`src/rtl/layer_router_pkg.sv`:
```
// Shared constants for layer_stream_router: APB register map, layer select
// codes, FSM states and STATUS bit positions.
package layer_router_pkg;

    localparam logic [31:0] ADDR_CTRL      = 32'h00;
    localparam logic [31:0] ADDR_STATUS    = 32'h04;
    localparam logic [31:0] ADDR_IN_CNT    = 32'h08;
    localparam logic [31:0] ADDR_OUT_CNT   = 32'h0C;
    localparam logic [31:0] ADDR_STALL_CNT = 32'h10;

    localparam logic [1:0] SEL_FC      = 2'd0;
    localparam logic [1:0] SEL_CONV    = 2'd1;
    localparam logic [1:0] SEL_POOL    = 2'd2;
    localparam logic [1:0] SEL_ILLEGAL = 2'd3;

    localparam int CTRL_START_BIT = 4;
    localparam int STATUS_BUSY    = 0;
    localparam int STATUS_ERR     = 1;
    localparam int STATUS_DONE    = 2;

    typedef enum logic [1:0] {
        IDLE    = 2'd0,
        RUN     = 2'd1,
        DONE_ST = 2'd2
    } state_e;

    function automatic logic [2:0] sel_onehot(input logic [1:0] sel);
        return 3'b001 << sel;
    endfunction

endpackage

```
`src/rtl/axis_reg_slice.sv`:
```
// Two-entry AXI-Stream skid buffer. Upstream ready comes only from the
// registered occupancy, so no combinational path from m_ready_i to s_ready_o.
module axis_reg_slice #(
    parameter int WIDTH = 33
) (
    input  logic             clk_i,
    input  logic             rst_i,
    input  logic [WIDTH-1:0] s_data_i,
    input  logic             s_valid_i,
    output logic             s_ready_o,
    output logic [WIDTH-1:0] m_data_o,
    output logic             m_valid_o,
    input  logic             m_ready_i
);

    logic [WIDTH-1:0] head_q, head_d, tail_q, tail_d;
    logic [1:0]       cnt_q, cnt_d;
    logic             push, pop;

    assign s_ready_o = (cnt_q != 2'd2);
    assign m_valid_o = (cnt_q != 2'd0);
    assign m_data_o  = head_q;
    assign push      = s_valid_i & s_ready_o;
    assign pop       = m_valid_o & m_ready_i;

    always_comb begin
        head_d = head_q;
        tail_d = tail_q;
        cnt_d  = cnt_q;
        case ({push, pop})
            2'b10: begin
                if (cnt_q == 2'd0) head_d = s_data_i;
                else               tail_d = s_data_i;
                cnt_d = cnt_q + 2'd1;
            end
            2'b01: begin
                head_d = tail_q;
                cnt_d  = cnt_q - 2'd1;
            end
            // simultaneous push/pop only happens with one entry held
            2'b11: head_d = s_data_i;
            default: ;
        endcase
    end

    always_ff @(posedge clk_i or posedge rst_i) begin
        if (rst_i) begin
            head_q <= '0;
            tail_q <= '0;
            cnt_q  <= 2'd0;
        end else begin
            head_q <= head_d;
            tail_q <= tail_d;
            cnt_q  <= cnt_d;
        end
    end

endmodule

```
`src/rtl/layer_stream_router.sv`:
```
// Routes the DMA stream pair to one of FC/Conv/Pool per APB-started job.
// Define ROUTER_PERF_CNT_EN to build the IN/OUT/STALL performance counters.
module layer_stream_router
    import layer_router_pkg::*;
#(
    parameter int C_S00_AXIS_TDATA_WIDTH = 32
) (
    input  logic                                CLK,
    input  logic                                RESET,
    input  logic [C_S00_AXIS_TDATA_WIDTH-1:0]   S_AXIS_TDATA,
    input  logic                                S_AXIS_TLAST,
    input  logic                                S_AXIS_TVALID,
    output logic                                S_AXIS_TREADY,
    output logic [C_S00_AXIS_TDATA_WIDTH-1:0]   M_AXIS_TDATA,
    output logic                                M_AXIS_TLAST,
    output logic                                M_AXIS_TVALID,
    input  logic                                M_AXIS_TREADY,
    output logic [C_S00_AXIS_TDATA_WIDTH-1:0]   L_M_AXIS_TDATA,
    output logic                                L_M_AXIS_TLAST,
    output logic [2:0]                          L_M_AXIS_TVALID,
    input  logic [2:0]                          L_M_AXIS_TREADY,
    input  logic [3*C_S00_AXIS_TDATA_WIDTH-1:0] L_S_AXIS_TDATA,
    input  logic [2:0]                          L_S_AXIS_TLAST,
    input  logic [2:0]                          L_S_AXIS_TVALID,
    output logic [2:0]                          L_S_AXIS_TREADY,
    input  logic [31:0]                         PADDR,
    input  logic                                PSEL,
    input  logic                                PENABLE,
    input  logic                                PWRITE,
    input  logic [31:0]                         PWDATA,
    output logic [31:0]                         PRDATA,
    output logic                                PREADY,
    output logic                                PSLVERR
);

    localparam int W = C_S00_AXIS_TDATA_WIDTH;

    state_e      state_q, state_d;
    logic [1:0]  sel_q;
    logic        in_done_q, done_q, err_q;
    logic        busy, fwd_open, ret_open;
    logic        s_hs, m_hs, out_last_hs;

    logic        fwd_s_ready, fwd_m_valid, fwd_m_ready;
    logic [W:0]  fwd_m_data;
    logic        ret_s_ready, ret_s_valid;
    logic [W:0]  ret_m_data;
    logic [W-1:0] ls_data;
    logic        ls_last, ls_valid;

    logic        apb_acc, apb_wr, apb_rd;
    logic        is_ctrl, is_status, is_perf;
    logic        start_req, start_ok, wr_err, rd_err;
    logic [31:0] perf_rdata;
    logic        unused_pwdata;

    assign busy     = (state_q != IDLE);
    assign fwd_open = (state_q == RUN) & ~in_done_q;
    assign ret_open = (state_q == RUN);

    // ---------------- forward path: DMA -> selected layer
    assign S_AXIS_TREADY = fwd_s_ready & fwd_open;
    assign s_hs          = S_AXIS_TVALID & S_AXIS_TREADY;
    assign fwd_m_ready   = |(L_M_AXIS_TREADY & sel_onehot(sel_q));

    axis_reg_slice #(.WIDTH(W + 1)) u_fwd (
        .clk_i     (CLK),
        .rst_i     (RESET),
        .s_data_i  ({S_AXIS_TLAST, S_AXIS_TDATA}),
        .s_valid_i (S_AXIS_TVALID & fwd_open),
        .s_ready_o (fwd_s_ready),
        .m_data_o  (fwd_m_data),
        .m_valid_o (fwd_m_valid),
        .m_ready_i (fwd_m_ready)
    );

    assign {L_M_AXIS_TLAST, L_M_AXIS_TDATA} = fwd_m_data;
    assign L_M_AXIS_TVALID = {3{fwd_m_valid}} & sel_onehot(sel_q);

    // ---------------- return path: selected layer -> DMA
    always_comb begin
        ls_data  = '0;
        ls_last  = 1'b0;
        ls_valid = 1'b0;
        case (sel_q)
            SEL_FC:   begin ls_data = L_S_AXIS_TDATA[0*W +: W]; ls_last = L_S_AXIS_TLAST[0]; ls_valid = L_S_AXIS_TVALID[0]; end
            SEL_CONV: begin ls_data = L_S_AXIS_TDATA[1*W +: W]; ls_last = L_S_AXIS_TLAST[1]; ls_valid = L_S_AXIS_TVALID[1]; end
            SEL_POOL: begin ls_data = L_S_AXIS_TDATA[2*W +: W]; ls_last = L_S_AXIS_TLAST[2]; ls_valid = L_S_AXIS_TVALID[2]; end
            default: ;
        endcase
    end

    assign ret_s_valid     = ls_valid & ret_open;
    assign L_S_AXIS_TREADY = {3{ret_s_ready & ret_open}} & sel_onehot(sel_q);

    axis_reg_slice #(.WIDTH(W + 1)) u_ret (
        .clk_i     (CLK),
        .rst_i     (RESET),
        .s_data_i  ({ls_last, ls_data}),
        .s_valid_i (ret_s_valid),
        .s_ready_o (ret_s_ready),
        .m_data_o  (ret_m_data),
        .m_valid_o (M_AXIS_TVALID),
        .m_ready_i (M_AXIS_TREADY)
    );

    assign {M_AXIS_TLAST, M_AXIS_TDATA} = ret_m_data;
    assign m_hs        = M_AXIS_TVALID & M_AXIS_TREADY;
    assign out_last_hs = (state_q == RUN) & m_hs & M_AXIS_TLAST;

    // ---------------- APB decode (zero wait states)
    assign apb_acc   = PSEL & PENABLE;
    assign apb_wr    = apb_acc & PWRITE;
    assign apb_rd    = apb_acc & ~PWRITE;
    assign is_ctrl   = (PADDR == ADDR_CTRL);
    assign is_status = (PADDR == ADDR_STATUS);
    assign is_perf   = (PADDR == ADDR_IN_CNT) | (PADDR == ADDR_OUT_CNT) | (PADDR == ADDR_STALL_CNT);
    assign start_req = apb_wr & is_ctrl & PWDATA[CTRL_START_BIT];
    assign start_ok  = start_req & ~busy & (PWDATA[1:0] != SEL_ILLEGAL);
    assign wr_err    = apb_wr & (~is_ctrl | (start_req & (busy | (PWDATA[1:0] == SEL_ILLEGAL))));
    assign rd_err    = apb_rd & ~(is_ctrl | is_status | is_perf);
    assign PSLVERR   = wr_err | rd_err;
    assign PREADY    = 1'b1;
    assign unused_pwdata = ^{PWDATA[31:5], PWDATA[3:2]};

    always_comb begin
        PRDATA = '0;
        if (apb_rd) begin
            if (is_ctrl) begin
                PRDATA[1:0] = sel_q;
            end else if (is_status) begin
                PRDATA[STATUS_BUSY] = busy;
                PRDATA[STATUS_ERR]  = err_q;
                PRDATA[STATUS_DONE] = done_q;
            end else if (is_perf) begin
                PRDATA = perf_rdata;
            end
        end
    end

    // ---------------- job FSM
    always_comb begin
        state_d = state_q;
        case (state_q)
            IDLE:    if (start_ok) state_d = RUN;
            RUN:     if (out_last_hs) state_d = DONE_ST;
            DONE_ST: state_d = IDLE;
            default: state_d = IDLE;
        endcase
    end

    always_ff @(posedge CLK or posedge RESET) begin
        if (RESET) state_q <= IDLE;
        else       state_q <= state_d;
    end

    always_ff @(posedge CLK or posedge RESET) begin
        if (RESET) begin
            sel_q     <= SEL_FC;
            in_done_q <= 1'b0;
            done_q    <= 1'b0;
            err_q     <= 1'b0;
        end else begin
            if (start_ok) begin
                sel_q     <= PWDATA[1:0];
                in_done_q <= 1'b0;
                done_q    <= 1'b0;
                err_q     <= 1'b0;
            end else begin
                if (s_hs & S_AXIS_TLAST) in_done_q <= 1'b1;
                if (out_last_hs)         done_q    <= 1'b1;
                if (wr_err)              err_q     <= 1'b1;
            end
        end
    end

`ifdef ROUTER_PERF_CNT_EN
    logic [31:0] in_cnt_q, out_cnt_q, stall_cnt_q;

    always_ff @(posedge CLK or posedge RESET) begin
        if (RESET) begin
            in_cnt_q    <= '0;
            out_cnt_q   <= '0;
            stall_cnt_q <= '0;
        end else if (start_ok) begin
            in_cnt_q    <= '0;
            out_cnt_q   <= '0;
            stall_cnt_q <= '0;
        end else begin
            if (s_hs)                            in_cnt_q    <= in_cnt_q + 32'd1;
            if (m_hs)                            out_cnt_q   <= out_cnt_q + 32'd1;
            if (M_AXIS_TVALID & ~M_AXIS_TREADY)  stall_cnt_q <= stall_cnt_q + 32'd1;
        end
    end

    always_comb begin
        perf_rdata = '0;
        if (PADDR == ADDR_IN_CNT)         perf_rdata = in_cnt_q;
        else if (PADDR == ADDR_OUT_CNT)   perf_rdata = out_cnt_q;
        else if (PADDR == ADDR_STALL_CNT) perf_rdata = stall_cnt_q;
    end
`else
    assign perf_rdata = '0;
`endif

endmodule

```
`config.mk`:
```
export PLATFORM = sky130hd
export DESIGN_NAME = layer_stream_router
export DESIGN_NICKNAME = d
export VERILOG_FILES = /design/src/rtl/layer_router_pkg.sv /design/src/rtl/axis_reg_slice.sv /design/src/rtl/layer_stream_router.sv
export SDC_FILE = /design/constraint.sdc
export NUM_CORES = 1
export LEC_CHECK = 0
export BUFFER_PORTS_ARGS = -buffer_cell sky130_fd_sc_hd__buf_4
export CAP_MARGIN = 20
export CORE_MARGIN = 5
export CORE_UTILIZATION = 44
export DETAILED_ROUTE_END_ITERATION = 16
export PLACE_DENSITY = 0.85
export SYNTH_ARGS = -nofsm -noshare
export SYNTH_HDL_FRONTEND = slang
export SYNTH_SLANG_ARGS = --single-unit
```
`constraint.sdc`:
```
create_clock -name CLK -period 4.4 [get_ports CLK]
set_clock_uncertainty 0.05 [all_clocks]
set_input_delay 0.22 -clock CLK [delete_from_list [all_inputs] [get_ports CLK]]
set_output_delay 0.22 -clock CLK [all_outputs]
set_load 0.03 [all_outputs]
```
==> summary by stage <==
Yosys
After synthesis, the share of flip-flops with an asynchronous set or reset is 100%. The biggest area contributor in the post-synthesis netlist is dfrtp_1. Synthesis produced a netlist whose cell count is 602. dfrtp_1 is the most common cell in the netlist. The average size of a mapped cell is 12.5 um^2. Sequential elements use 47.6% of the synthesized area. The commonest cells after synthesis are 143 x dfrtp_1, 105 x mux2_2, 68 x mux2i_1. In this run, synthesis produced a sequential element count of 143. Ranked by total cell area, the synthesized netlist is headed by dfrtp_1 48%, mux2_2 16%, mux2i_1 9.1%, mux2_4 6.2%, o2bb2ai_1 4.0%. The proportion of netlist area held by the largest area contributor is 47.6%.

During synthesis, Yosys emitted a total of 0 warnings. The cell area after synthesis is 0.00752 mm^2. In the synthesized netlist the dominant register cell turns out to be dfrtp_1. Counting flops with a built-in enable in the synthesized netlist gives 0. The count of distinct cell types in the synthesized netlist is 45.

Clock tree
The cell sitting at the root of the clock tree is a clkbuf_16. Clock-pin slew was measured on the worst setup and hold paths at 60 ps. The post-cts sizing count is 0. For the worst-skew pair, the clock arrives at the later sink with an insertion delay of 410 ps.

The maximum level of the CTS H-tree is 4. Buffers inserted during clock tree synthesis total 17. The post-CTS setup buffer count is 0. TritonCTS built the clock tree. The clock net sink count is 143. The deepest clock path buffer count is 2.

Cells and area
Across the whole layout, storage elements account for 0.00358 mm^2. The area growth from synthesis to final layout is 39.3%. The layout cell share with drive strength beyond 1 is 50.2%. 0 antenna diodes ended up in the layout. The number of filler cells placed in the layout is 1335. The number of nets in the layout is 1095. The area taken by multi-input logic gates is 0.00360 mm^2.

Floorplan
The floorplan step defined a die boundary enclosing 0.0198 mm^2. For this configuration, the core starts out at a cell density of 45.0%. The floorplan step defined a core boundary enclosing 0.0167 mm^2.

The die is 141 um tall. The die width is 141 um. The floorplan has 47 rows. The boundary pin count is 317.

Routing
The number of iterations in the first detailed-routing pass is 4. Summed over all layers, the routed wires come to 20.0 mm. The vias after detailed routing is 5778. The remaining antenna violation count after routing is 0. The ratio of routed vias to standard cells is 5.19.

For this block, the initial DRC count from the detailed router was 243. In the final routed layout, each cell accounts on average for 18.0 um. In the routed design, unresolved DRC markers number 0.

Timing
The final number of setup-violating endpoints is 0. The number of hold violations in the final report is 0. For the final routed database, the setup TNS stands at 0 ps. The minimum period implied by the final worst setup slack is 3290 ps. The worst pin sits at a relative slew slack of 38.7%. The final count of pins violating max slew came to 0. The maximum achievable frequency is 0.304 GHz.

The final-layout worst hold slack is 24.4 ps. Setup repair after global routing left no endpoint under its margin. For the pin with the worst max-slew slack, the measured transition is 920 ps.

The final critical path takes up 74.7% of the cycle.

Setup path
The cell class contributing the biggest share of worst-path delay is buffers and inverters. The critical path contains buffers and inverters numbering 3 combined. The setup path with the least slack is of type reg -> reg. STA puts the critical path data arrival time at 3530 ps. Walking the worst path, the cells encountered are nor2b_4, buf_4, o2bb2ai_1, o21ai_0, inv_1, ha_1, buf_4, mux2_2, mux2_4.

Setup slack on the worst reg-to-reg path comes out at 1110 ps. The endpoint class of the critical path is a flop. Counting stages on the worst path, the most repeated cell is buf_4. For this design, the slowest cell found on the critical path is dfrtp_2. Of all nets on the critical path, the largest fanout is 35.

The delay of the slowest critical-path stage is 660 ps. The worst endpoint required time is 4650 ps. STA classifies the critical path startpoint as a flop.

Place
The estimated wirelength of the detail-placed design is 14.1 mm. The global placer's final weighted congestion is 0.820. The count of buffers from port buffering is 257.

Power
The logic gate share of total power is 29.3%. The total power consumption of the routed design is 4.37 mW. The peak supply drop is 305 uV. The clock network accounts for 34.6% of the total power. In this run the power spent charging and discharging nets is 1.39 mW. The cell-internal power is 2.98 mW. The share of total power in sequential cells is 36.1%. For this design the static power due to leakage is 5.15 nW. Net switching is 31.8% of the power. The power density normalized to cell area is 418 mW/mm^2.

GRT
The first-pass GRT wire length is 31.8 mm. The via count of the first global-routing pass is 6190. The maximum number of pins on one net before global-route repair is 101. The number of antenna violations at the first check in global routing came to 0. Summed over all layers, the global routing overflow is 0. The total global routing track utilization is 20.0%.

Hold path
The class of the most critical hold timing path is in -> reg.

Flow run
Across the run, the number of max-cap violations was 0.

Run status
The run finished with clean final reports.
-- through the flow --
| step | instance area (um^2) | std cells | utilization [%] | setup WS (ps) |
|---|---|---|---|---|
| after floorplan | 7620 | 630 | - | 292 |
| after global placement | 9510 | 1048 | 56.9 | 1150 |
| after detailed placement | 9510 | 1048 | 56.9 | 1080 |
| after CTS | 10500 | 1114 | 62.7 | 1070 |
| after global routing | 10500 | 1114 | 62.7 | 932 |
| final | 10500 | 1114 | 62.7 | 1110 |
-- sequential cells by signal, summed over array words and instances, names as in the netlist --
| name | cells |
|---|---|
| u_fwd.tail_q | 33 |
| u_ret.cnt_q | 2 |
| in_done_q | 1 |
| u_ret.tail_q | 33 |
| u_ret.m_data_o | 33 |
| sel_q | 2 |
| state_q | 2 |
| done_q | 1 |
| u_fwd.m_data_o | 33 |
| err_q | 1 |
| u_fwd.cnt_q | 2 |
-- power groups by stage --
stage	Combinational [mW]	Clock, mW	Sequential (mW)
finish	1.28	1.51	1.58
floorplan	0.473	0	1.88
detailed placement	1.27	0	1.60
global placement	1.24	0	1.59
global route	1.36	1.60	1.60
CTS	1.29	1.54	1.58
-- repair_timing --
action,4_1_cts,5_1_grt
hold buffers,35,0
hold endpoints to repair,36,0
endpoints found under the setup margin,0,0
-- path summary, 6_finish.rpt --
check | end | cells after the start | start
max | u_fwd.m_data_o[19] | 9 | sel_q[0]
min | in_done_q | 3 | S_AXIS_TLAST
max reg2reg | u_fwd.m_data_o[19] | 9 | sel_q[0]
min reg2reg | in_done_q | 2 | in_done_q
max in group asynchronous | u_ret.m_data_o[18] | 4 | RESET
min in group asynchronous | u_fwd.tail_q[16] | 3 | RESET
-- cell usage in the layout, fill, tap and decap left out, types with 2 or more instances in the layout --
cell and count:
clkbuf_1 2, nor3_1 4, bufinv_16 4, clkbuf_16 17
a2bb2oi_1 2, o22ai_1 33, o21ai_0 3, nand2_1 36
mux2_2 105, a21oi_1 3, conb_1 30, xnor2_1 5
nor4_1 7, o2bb2ai_1 34, nor2b_1 2, ha_1 3
or2_2 2, clkinv_4 3, or3_1 2, clkbuf_8 2
mux2i_1 68, nand2_2 2, and3_1 4, nand2b_1 2
dfrtp_1 142, buf_4 270, clkinv_2 3, inv_1 4
nand4_1 2, nor2_1 13, mux2_4 31, dlygate4sd3_1 35
-- cell families (layout without fill, tap and decap cells) --
family	after synthesis	count (layout)	share of synthesized area (%)
compound gates	81	81	7.92
mux	204	204	31.0
buf+inv	78	342	6.26
other cells	2	30	0.0999
xor+xnor	6	6	0.699
simple gates	84	84	5.81
flops	143	143	47.6
fa+ha+maj	4	4	0.666
-- worst register-to-register path: cells and delay by family (launching register included) --
kind,cells,cell delay [ps]
mux,2,670
flops,1,660
simple gates,1,190
fa+ha+maj,1,280
compound gates,2,450
buf+inv,3,880
-- per-layer routing --
metal  vias to the layer above  share of wire (%)  global-route usage [%]
li1                       2697                  -                       -
met1                      2823                 39                    24.1
met2                       213                 51                    34.2
met3                        45                7.8                    5.08
met4                         0                2.8                    8.41
met5                         -                  0                       0
-- area by class of cell --
cell class / instances / share of cell area (%)
clock inverters: 10 / 1.54
inverters: 6 / 0.263
clock buffers: 21 / 4.39
flip-flops and latches: 143 / 34.2
well taps: 220 / 2.63
multi-input cells: 409 / 34.3
repair buffers: 305 / 22.7
Note: power is estimated with default switching activity, not from simulation.
